$ cat config.mk
export PLATFORM = sky130hd
export DESIGN_NAME = prime_query_master
export DESIGN_NICKNAME = d
export VERILOG_FILES = /design/src/rtl/prime_query_master.sv
export SDC_FILE = /design/constraint.sdc
export NUM_CORES = 1
export LEC_CHECK = 0
export ABC_AREA = 1
export BUFFER_PORTS_ARGS = -buffer_cell sky130_fd_sc_hd__buf_2
export CAP_MARGIN = 20
export CORE_UTILIZATION = 50
export CTS_CLUSTER_SIZE = 8
export DETAILED_ROUTE_END_ITERATION = 10
export PLACE_DENSITY_LB_ADDON = 0.08
export SYNTH_ARGS = -nofsm -noshare
export SYNTH_HDL_FRONTEND = slang
export SYNTH_SLANG_ARGS = --single-unit
$ cat constraint.sdc
create_clock -name clk -period 7.6 [get_ports clk]
set_input_delay 0.76 -clock clk [delete_from_list [all_inputs] [get_ports clk]]
set_output_delay 0.76 -clock clk [all_outputs]
set_load 0.01 [all_outputs]
$ cat src/rtl/prime_query_master.sv
// Initiator for the prime-finder core: sweeps Intake over [first, last] by step,
// sanity-checks each returned prime pair and keeps pass/error/timeout statistics.
//
// state | meaning
// IDLE  | waiting for start; statistics and last_* hold
// ISSUE | one-cycle give_valid strobe with Intake = cur
// WAIT  | waiting for out_valid, bounded by the TIMEOUT down-counter
// CHECK | judge the captured prime pair, bump counters
// NEXT  | advance cur by step or finish the sweep
// DONE  | one-cycle done pulse, back to IDLE
module prime_query_master #(
  parameter int W       = 14,
  parameter int TIMEOUT = 4095,
  parameter int CW      = 8
) (
  input  logic          clk,
  input  logic          reset,
  input  logic          start,
  input  logic [W-1:0]  first,
  input  logic [W-1:0]  last,
  input  logic [7:0]    step,
  output logic          give_valid,
  output logic [W-1:0]  Intake,
  input  logic [W-1:0]  UpPrime,
  input  logic [W-1:0]  LowPrime,
  input  logic          out_valid,
  output logic          busy,
  output logic          done,
  output logic [W-1:0]  query_count,
  output logic [CW-1:0] err_count,
  output logic          timeout_err,
  output logic [W-1:0]  last_up,
  output logic [W-1:0]  last_low
);

  localparam int TW = (TIMEOUT < 2) ? 1 : $clog2(TIMEOUT);

  localparam logic [W-1:0]  MIN_FIRST = W'(3);
  localparam logic [W-1:0]  MAX_LAST  = W'(9972);
  localparam logic [W-1:0]  MAX_PRIME = W'(9973);
  localparam logic [W-1:0]  PRIME_TWO = W'(2);
  localparam logic [TW-1:0] WAIT_LOAD = TW'(TIMEOUT - 1);

  typedef enum logic [2:0] {
    S_IDLE,
    S_ISSUE,
    S_WAIT,
    S_CHECK,
    S_NEXT,
    S_DONE
  } state_t;

  state_t state, state_nxt;

  logic [W-1:0]  cur;
  logic [W-1:0]  last_q;
  logic [7:0]    step_q;
  logic [TW-1:0] wait_cnt;

  logic [W-1:0] first_clamp;
  logic [W-1:0] last_clamp;
  logic [7:0]   step_eff;
  logic [W:0]   nxt;
  logic         next_over;
  logic         wait_tc;
  logic         up_shape_ok;
  logic         low_shape_ok;
  logic         check_pass;

  assign first_clamp = (first < MIN_FIRST) ? MIN_FIRST : first;
  assign last_clamp  = (last > MAX_LAST) ? MAX_LAST : last;
  assign step_eff    = (step == 8'd0) ? 8'd1 : step;

  // Extra carry bit catches wrap-around of cur + step.
  assign nxt       = {1'b0, cur} + (W+1)'(step_q);
  assign next_over = nxt[W] || (nxt > {1'b0, last_q});

  assign wait_tc = (wait_cnt == '0);

  assign up_shape_ok  = last_up[0] || (last_up == PRIME_TWO);
  assign low_shape_ok = last_low[0] || (last_low == PRIME_TWO);
  assign check_pass   = (last_up > cur) && (last_low < cur) &&
                        (last_low >= PRIME_TWO) && (last_up <= MAX_PRIME) &&
                        up_shape_ok && low_shape_ok;

  assign Intake = cur;

  always_ff @(posedge clk) begin
    if (!reset) begin
      state <= S_IDLE;
    end else begin
      state <= state_nxt;
    end
  end

  always_comb begin
    state_nxt  = state;
    give_valid = 1'b0;
    busy       = 1'b0;
    done       = 1'b0;
    case (state)
      S_IDLE: begin
        if (start) begin
          state_nxt = (first_clamp > last_clamp) ? S_DONE : S_ISSUE;
        end
      end
      S_ISSUE: begin
        give_valid = 1'b1;
        busy       = 1'b1;
        state_nxt  = S_WAIT;
      end
      S_WAIT: begin
        busy = 1'b1;
        if (out_valid) begin
          state_nxt = S_CHECK;
        end else if (wait_tc) begin
          state_nxt = S_DONE;
        end
      end
      S_CHECK: begin
        busy      = 1'b1;
        state_nxt = S_NEXT;
      end
      S_NEXT: begin
        busy      = 1'b1;
        state_nxt = next_over ? S_DONE : S_ISSUE;
      end
      S_DONE: begin
        done      = 1'b1;
        state_nxt = S_IDLE;
      end
      default: begin
        state_nxt = S_IDLE;
      end
    endcase
  end

  always_ff @(posedge clk) begin
    if (!reset) begin
      cur         <= '0;
      last_q      <= '0;
      step_q      <= '0;
      wait_cnt    <= '0;
      query_count <= '0;
      err_count   <= '0;
      timeout_err <= 1'b0;
      last_up     <= '0;
      last_low    <= '0;
    end else begin
      case (state)
        S_IDLE: begin
          if (start) begin
            cur         <= first_clamp;
            last_q      <= last_clamp;
            step_q      <= step_eff;
            query_count <= '0;
            err_count   <= '0;
            timeout_err <= 1'b0;
          end
        end
        S_ISSUE: begin
          wait_cnt <= WAIT_LOAD;
        end
        S_WAIT: begin
          if (out_valid) begin
            last_up  <= UpPrime;
            last_low <= LowPrime;
          end else if (wait_tc) begin
            timeout_err <= 1'b1;
          end else begin
            wait_cnt <= wait_cnt - TW'(1);
          end
        end
        S_CHECK: begin
          query_count <= query_count + W'(1);
          if (!check_pass && (err_count != {CW{1'b1}})) begin
            err_count <= err_count + CW'(1);
          end
        end
        S_NEXT: begin
          if (!next_over) begin
            cur <= nxt[W-1:0];
          end
        end
        default: begin
        end
      endcase
    end
  end

endmodule

Word-level counts from Yosys, hierarchy flattened --
Cells that the tools add are included. W data, S select, Z words.
Word-level totals: bits in registers 102, word-level logic and storage cells 90
Cells by class: reductions and logical operators 26, add/sub/neg operators 4, $lt $le $gt $ge 8, equal/unequal tests 15, muxes and demuxes 27
Operators with widths (count):
- $mux W14 | 5
- $pmux W14 S2 | 2
- $eq A14 B2 Y1 const B | 2
- $gt A14 B14 Y1 | 2
- $mux W12 | 2
- $mux W8 | 3
- $pmux W12 S2 | 1
- $pmux W8 S2 | 1
- $add A14 B8 Y15 | 1
- $gt A15 B14 Y1 | 1
- $mux W3 | 5
- $pmux W3 S5 | 1
- $add A14 B1 Y14 const B | 1
- $ge A14 B2 Y1 const B | 1
- $gt A14 B14 Y1 const B | 1
- $le A14 B14 Y1 const B | 1
- $lt A14 B14 Y1 | 1
- $lt A14 B2 Y1 const B | 1
- $logic_not A12 Y1 | 1
- $ne A2 B2 Y1 const B | 6
- $sub A12 B1 Y12 const B | 1
- $reduce_and A3 Y1 | 3
- $add A8 B1 Y8 const B | 1
- $logic_not A8 Y1 | 1
- 15 further kinds | 35

Longest topological paths before layout --
Gate-level depths: netlist of the first run.
word-level depth 10, depth in mapped cells 24, gate-level depth less buffers 23

Worst setup path after synthesis of the first run --
Ideal clock, no wire load.
kind register to register, start point register cur[0], in the netlist Intake[0], end point register cur[11], in the netlist Intake[11], data required time 7489 ps, arrival 3107 ps, cell stages (with the launch flop) 25, slack 4382 ps, period minus slack after synthesis 3218 ps, cells stage by stage dfxtp_1 > ha_1 > fa_1 > nand3_1 > nand2_1 > a21oi_1 > o21ai_0 > or2_2 > and2_1 > ha_1 > nand2_2 > inv_1 > a21oi_1 > nand2_1 > nand2_1 > nand2_1 > nand2_1 > nand2_1 > nand2_1 > nand3_2 > nand2_4 > inv_2 > buf_6 > nor2_2 > nor2_2
On the way: word-level cells in the longest chain between the ends 5, elaborated cells on any way between the ends 7
RTL lines:
- start: declaration | RTL line 55 | logic [W-1:0] cur;
- start signal: assignment | RTL line 153 | cur <= first_clamp;
- start signal: assignment | RTL line 182 | cur <= nxt[W-1:0];
- $add A14 B8 Y15 * | RTL line 75 | assign nxt = {1'b0, cur} + (W+1)'(step_q);
- $gt A15 B14 Y1 | RTL line 76 | assign next_over = nxt[W] || (nxt > {1'b0, last_q});
- $logic_or A1 B1 Y1 | RTL line 76
- $ne A2 B2 Y1 (no source line)
- $reduce_and A3 Y1 (no source line)
Mark *: on every way between the ends. The rest lies on a longest branch, timed or not. The select of a mux whose other input is x is not followed. A chain may end at the register's enable or synchronous reset.

Worst setup path after layout of the first run --
start point register cur[0], in the netlist Intake[0], end point register cur[4], in the netlist Intake[4]
The elaborated chain is that of the path after synthesis.

==> run summary, run 1 <==
Crit Path Category: register to register
Max IR drop VDD: 0.000198 V
DIE AREA: 0.0141 mm^2
Via count: 6526
Register area share after synthesis: 30.0%
Cell area power density: 320 mW/mm^2
Antenna Diode Count: 0
Min-Delay Path Class: register to register
Cells after Synth: 999
Most common cell in the netlist: nand2_1
Total track usage: 25.7%
RSZ-0062 raised after global routing: no
Clock transition at path regs: 0.07 ns
Clk_lat worst skew: 0.36 ns
Crit-path max FO: 14
Cts bufs inserted: 9
Final setup fails: 0
Layout Skew: 0.00742 ns
Synth area leader: dfxtp_1
Die Y: 119 um
Top cells by area, synth: dfxtp_1 30%, ha_1 12%, nand2_1 11%
Core area: 0.0132 mm^2
Layout Nets: 1243
Mapped Area: 0.00681 mm^2
Rows: 42
CTS tree: built
Vias per cell: 5.06
P&R area growth vs syn: 14.8%
Initial antenna violation count: 0
Slew @ Worst Pin: 0.808 ns
EDFF count, synth: 0
Maximum clock rate: 275 MHz
Final-layout fill cell count: 1338
Post-CTS Setup Bufs: 0
Netlist cell types: 48
Fin util: 59.0%
Quantity of I/O buffers inserted on ports: 135
Worst R2R Setup Slack: 3.96 ns
Top Ports: 136
Syn Nets: 1134
Initial Util: 51.4%
Leak: 3.92 nW
Post-CTS Resized: 0
Yosys top cell area share: 30.0%
Final std cells w/o fill: 1289
Routed WL per cell: 13.3 um
Sink Count: 102
H-tree depth: 3
Synthesis Warnings: 0
FF+latch area: 0.00204 mm^2
Clock buffer depth: 2
CP arrival: 3.89 ns
CTS root buf: clkbuf_16
Async S/R FF share, synth: 0%
Area of the multi-input gates: 0.00406 mm^2
Status: completed
Fin crit share: 47.8%
GRT overflow: 0
Hold-fix buffers, CTS: 0
Avg Cell Area, Syn: 6.81 um^2
First-pass GRT wire length: 29300 um
Post-route setup TNS: 0 ns
Crit. End Element: register
GP Congestion: 0.842
#FFs+latches synth: 102
ANT nets after route: 0
Power Total: 2.50 mW
Starting DRT DRC Count: 358
Post-DP HPWL: 13200 um
Most used DFF post-synth: dfxtp_1
Max Cap Viol: 0
Final min period: 3.64 ns
Commonest cells in the netlist: 204 x nand2_1, 119 x inv_1, 113 x nor2_1
Final hold vios: 0
Slew HR: 46.1%
# placed instances: 1272
CP startpoint kind: register
Layout cells sized above 1: 19.8%
Die Span X: 119 um
Pins Over Slew Limit: 0
DR pass1 iterations: 7
CP Data Required Time: 7.86 ns
Largest net degree at the start of global routing: 60
DRC: 0
Drt total wl: 17200 um
Vias in the first global route: 6156
per-layer routing:
metal | share of wire [%] | track usage, %
met4 | 1.3 | 6.33
met5 | 0 | 0
met1 | 49 | 34.3
met3 | 4.8 | 5.69
met2 | 45 | 42.1
worst max-delay path, stage by stage, from the launching register on:
cell and delay (ns):
dfxtp_1 0.37, ha_1 0.24, fa_1 0.40, nand3_1 0.10, nand2_1 0.09, a21oi_1 0.13
o21ai_0 0.09, or2_2 0.29, and2_1 0.14, ha_1 0.30, nand2_2 0.08, inv_1 0.04
a21oi_1 0.13, nand2_1 0.07, nand2_1 0.05, nand2_1 0.04, nand2_1 0.05, nand2_1 0.04
nand2_1 0.08, nand3_2 0.28, nand2_4 0.17, inv_2 0.15, nor2_2 0.14, nor2_2 0.04
flip-flops by register name, summed over array words and instances, names as in the netlist, 3 cells and up:
name         flops
wait_cnt        12
state            3
last_up         14
step_q           8
Intake          14
err_count        8
query_count     14
last_low        14
last_q          14
worst paths after layout:
path	start	depth (start not counted)	end
hold reg to reg	wait_cnt[0]	1	wait_cnt[0]
setup reg to reg	Intake[0]	23	Intake[4]
setup / recovery	Intake[0]	23	Intake[4]
hold / removal	wait_cnt[0]	1	wait_cnt[0]
stage by stage:
stage	hold WS [ns]	area, um^2	setup slack [ns]
6_report	0.455	7810	3.96
5_1_grt	0.485	7810	3.65
4_1_cts	0.458	7810	3.96
3_5_place_dp	0.448	7510	3.95
3_3_place_gp	0.443	7510	4.06
2_1_floorplan	0.422	6810	4.38
power breakdown:
group | total, mW | internal, mW | switching [mW] | leakage (nW)
clock network | 0.466 | 0.250 | 0.216 | 0.149
registers | 0.774 | 0.652 | 0.121 | 0.832
logic | 1.26 | 0.470 | 0.792 | 2.94
cells by family after synthesis:
logic type / count (synthesis) / synth area share, %
buffers and inverters: 171 / 10.3
AOI/OAI and AO/OA: 173 / 14.1
DFF: 102 / 30.0
xor gates and xnor gates: 11 / 1.42
muxes: 1 / 0.147
and+or+nand+nor: 474 / 31.6
adders and majority gates: 67 / 12.4
cell usage in the layout, fill, tap and decap left out, types with 5 or more instances in the layout:
| cell | synthesis | layout |
|---|---|---|
| inv_2 | 10 | 10 |
| xor2_1 | 10 | 10 |
| nor3_1 | 11 | 11 |
| nand4_1 | 13 | 13 |
| clkbuf_16 | 0 | 9 |
| o22ai_1 | 14 | 14 |
| a21oi_1 | 66 | 66 |
| ha_1 | 66 | 66 |
| or2_2 | 6 | 6 |
| nand3_1 | 66 | 66 |
| a31oi_1 | 5 | 5 |
| nor2_2 | 27 | 27 |
| o21ai_0 | 65 | 65 |
| nor2_1 | 113 | 113 |
| nand2_1 | 204 | 204 |
| and2_1 | 7 | 7 |
| buf_2 | 13 | 135 |
| dfxtp_1 | 102 | 102 |
| inv_1 | 119 | 119 |
| nand2_2 | 5 | 5 |
final cells by class:
class,count,area share [%]
Clock buffer,12,3.41
Clock inverter,4,0.352
Multi-Input combinational cell,726,52.0
Timing Repair Buffer,140,9.13
Sequential cell,102,26.1
Inverter,129,6.20
Tap cell,176,2.82
No activity file was read; power rests on OpenSTA's default activity.
==> inputs of run 2 (changes only) <==
- clock period: 7.6 -> 3.4 ns (I/O delays scaled with it)
==> run 2 against run 1 <==
Against the previous run: sequential share of layout area decreased by 0.36 points; combinational power grew 130%; flip-flop and latch count is the same.
==> run summary, run 2 (synthesized netlist as in run 1, its figures left out) <==
Status: completed (unchanged)
Critical R2R Capture: Intake[0] (was Intake[4])
CP max stage delay: 0.36 ns (was 0.40 ns)
Placed Instance Area: 0.00754 mm^2 (was 0.00751 mm^2)
Via count: 6585 (was 6526)
Die Span X: 119 um (unchanged)
Final hold vios: 0 (unchanged)
Power Total: 5.79 mW (was 2.50 mW)
Clock buffer depth: 2 (unchanged)
Slowest cell on crit path: fa_2 (was fa_1)
Min-Delay Path Class: input pin to register (was register to register)
P&R area growth vs syn: 16.4% (was 14.8%)
Clock transition at path regs: 0.07 ns (about the same)
Layout Skew: 0.00601 ns (was 0.00742 ns)
Initial antenna violation count: 0 (unchanged)
Rows: 42 (unchanged)
CP Data Required Time: 3.69 ns (was 7.86 ns)
Pre-CTS setup slack: 0.0780 ns (was 3.95 ns)
Maximum clock rate: 312 MHz (was 275 MHz)
Cts bufs inserted: 9 (unchanged)
Cell area after layout: 0.00792 mm^2 (was 0.00781 mm^2)
Initial Util: 51.4% (unchanged)
Worst R2R Setup Slack: 0.19 ns (was 3.96 ns)
Clk_lat worst skew: 0.35 ns (was 0.36 ns)
Hold_ws: 0.196 ns (was 0.455 ns)
ANT nets after route: 0 (unchanged)
Clock power share: 19.8% (was 18.6%)
Crit-path leading delay family: simple AND/OR/NAND/NOR gates (unchanged)
CP startpoint kind: register (unchanged)
GP Congestion: 0.821 (was 0.842)
Worst Hold End: step_q[7] (was wait_cnt[0])
Starting DRT DRC Count: 319 (was 358)
Setup ws final: 0.190 ns (was 3.96 ns)
Leak: 3.97 nW (was 3.92 nW)
Core area: 0.0132 mm^2 (unchanged)
Fin crit share: 94.4% (was 47.8%)
CTS tree: built (unchanged)
Max Cap Viol: 0 (unchanged)
Crit-path max FO: 7 (was 14)
Logic pwr share: 50.6% (was 50.4%)
GRT overflow: 0 (unchanged)
Vias per cell: 5.09 (was 5.06)
Slew HR: 47.5% (was 46.1%)
Switching Fraction: 44.3% (was 45.1%)
Die Y: 119 um (unchanged)
Commonest non-fill, non-tap cell in the layout: nand2_1 (unchanged)
Antenna Diode Count: 0 (unchanged)
First-pass GRT wire length: 28700 um (was 29300 um)
Worst Reg-to-Reg Cells: 23 (unchanged)
Crit path buf inv count: 2 (unchanged)
Layout Nets: 1247 (was 1243)
H-tree depth: 3 (unchanged)
Most frequent cells in the layout: 202 x nand2_1, 135 x buf_2, 119 x inv_1 (was 204 x nand2_1, 135 x buf_2, 119 x inv_1)
Crit Path Category: register to register (unchanged)
R2R Path Start: Intake[0] (unchanged)
CP arrival: 3.50 ns (was 3.89 ns)
DIE AREA: 0.0141 mm^2 (unchanged)
Max IR drop VDD: 0.000388 V (was 0.000198 V)
Internal power component: 3.22 mW (was 1.37 mW)
Post-route setup TNS: 0 ns (unchanged)
Cell area power density: 731 mW/mm^2 (was 320 mW/mm^2)
Routed WL per cell: 13.4 um (was 13.3 um)
Pins Over Slew Limit: 0 (unchanged)
Quantity of I/O buffers inserted on ports: 135 (unchanged)
Largest net degree at the start of global routing: 59 (was 60)
CTS root buf: clkbuf_16 (unchanged)
Switch Pwr: 2.57 mW (was 1.13 mW)
Top Ports: 136 (unchanged)
DR pass1 iterations: 4 (was 7)
Crit. End Element: register (unchanged)
Seq pwr share: 29.6% (was 30.9%)
DRC: 0 (unchanged)
Vias in the first global route: 6062 (was 6156)
Most used cell, CP: nand2_1 (unchanged)
Hold path start: step[7] (was wait_cnt[0])
Hold-fix buffers, CTS: 0 (unchanged)
Final min period: 3.21 ns (was 3.64 ns)
WHS Path Cells: 3 (was 1)
Sink Count: 102 (unchanged)
Post-DP HPWL: 13200 um (about the same)
Final setup fails: 0 (unchanged)
Drt total wl: 17300 um (was 17200 um)
CP cell instances: ha_2 > fa_2 > nand3_1 > nand2_2 > a21oi_2 > o21ai_1 > or2_2 > and2_1 > ha_1 > nand2_2 > inv_1 > a21oi_1 > nand2_1 > nand2_1 > nand2_1 > nand2_1 > nand2_1 > nand2_2 > nand3_4 > buf_8 > nand3b_1 > nand2_1 > nor2_1 (was ha_1 > fa_1 > nand3_1 > nand2_1 > a21oi_1 > o21ai_0 > or2_2 > and2_1 > ha_1 > nand2_2 > inv_1 > a21oi_1 > nand2_1 > nand2_1 > nand2_1 > nand2_1 > nand2_1 > nand2_1 > nand3_2 > nand2_4 > inv_2 > nor2_2 > nor2_2)
Total track usage: 25.0% (was 25.7%)
Slew @ Worst Pin: 0.787 ns (was 0.808 ns)
Layout cells sized above 1: 20.4% (was 19.8%)
-- run 2: cell types whose count changed in the layout (fill, tap and decap cells not counted), moves of 2 or more --
cell and delta:
buf_4 +3, bufinv_16 +2, clkbuf_8 -2, nand2_1 -2
nand2_2 +2
-- run 2: final cells by class --
cell class | count | area [um^2]
Tap cell | 176 | 220
Sequential cell | 102 | 2040
Multi-Input combinational cell | 726 | 4080
Inverter | 129 | 487
Timing Repair Buffer | 144 | 768
Clock inverter | 5 | 81.3
Fill cell | 1365 | 5320
Clock buffer | 11 | 243
-- run 2: what timing repair did --
| item | in CTS | in global routing |
|---|---|---|
| setup buffers | 0 | 0 |
| gates resized for setup | 0 | 11 |
| endpoints found under the setup margin | 0 | 14 |
-- run 2: power groups by stage --
| stage | clock (mW) | sequential [mW] | combinational [mW] |
|---|---|---|---|
| finish | 1.15 | 1.71 | 2.93 |
| floorplan | 0 | 1.73 | 2.17 |
| global route | 1.21 | 1.76 | 3.36 |
| detailed placement | 0 | 1.74 | 2.85 |
| CTS | 1.16 | 1.71 | 2.88 |
| global placement | 0 | 1.74 | 2.82 |
-- run 2: worst register-to-register path, cell delays in order (launching register included) --
cell      delay, ns
dfxtp_1        0.33
ha_2           0.19
fa_2           0.36
nand3_1        0.11
nand2_2        0.08
a21oi_2        0.12
o21ai_1        0.07
or2_2          0.28
and2_1         0.14
ha_1           0.29
nand2_2        0.08
inv_1          0.04
a21oi_1        0.13
nand2_1        0.07
nand2_1        0.06
nand2_1        0.04
nand2_1        0.05
nand2_1        0.06
nand2_2        0.09
nand3_4        0.12
buf_8          0.17
nand3b_1       0.08
nand2_1        0.06
nor2_1         0.13
-- run 2: worst max path at each step --
stage,startpoint,to,slack [ns],cells past startpoint
6_report,Intake[0],Intake[0],0.19,23
2_1_floorplan,Intake[0],Intake[1],0.18,24
5_1_grt,Intake[0],Intake[0],-0.02,23
3_3_place_gp,Intake[0],Intake[12],0.16,23
4_1_cts,Intake[0],Intake[0],0.02,23
3_5_place_dp,Intake[0],Intake[2],0.08,23
-- run 2: metrics by stage --
stage	utilization, %	std cells
2_1_floorplan	-	999
3_3_place_gp	57.0	1276
3_5_place_dp	57.0	1276
4_1_cts	59.4	1292
5_1_grt	59.8	1293
6_report	59.8	1293
-- run 2: layer usage --
| layer | up-vias | global-route usage, % | part of all wire [%] |
|---|---|---|---|
| met5 | - | 0 | 0 |
| met4 | 0 | 7.04 | 1.3 |
| met3 | 16 | 3.86 | 4.8 |
| met2 | 149 | 41.3 | 46 |
| met1 | 2935 | 33.7 | 48 |
| li1 | 3485 | - | - |
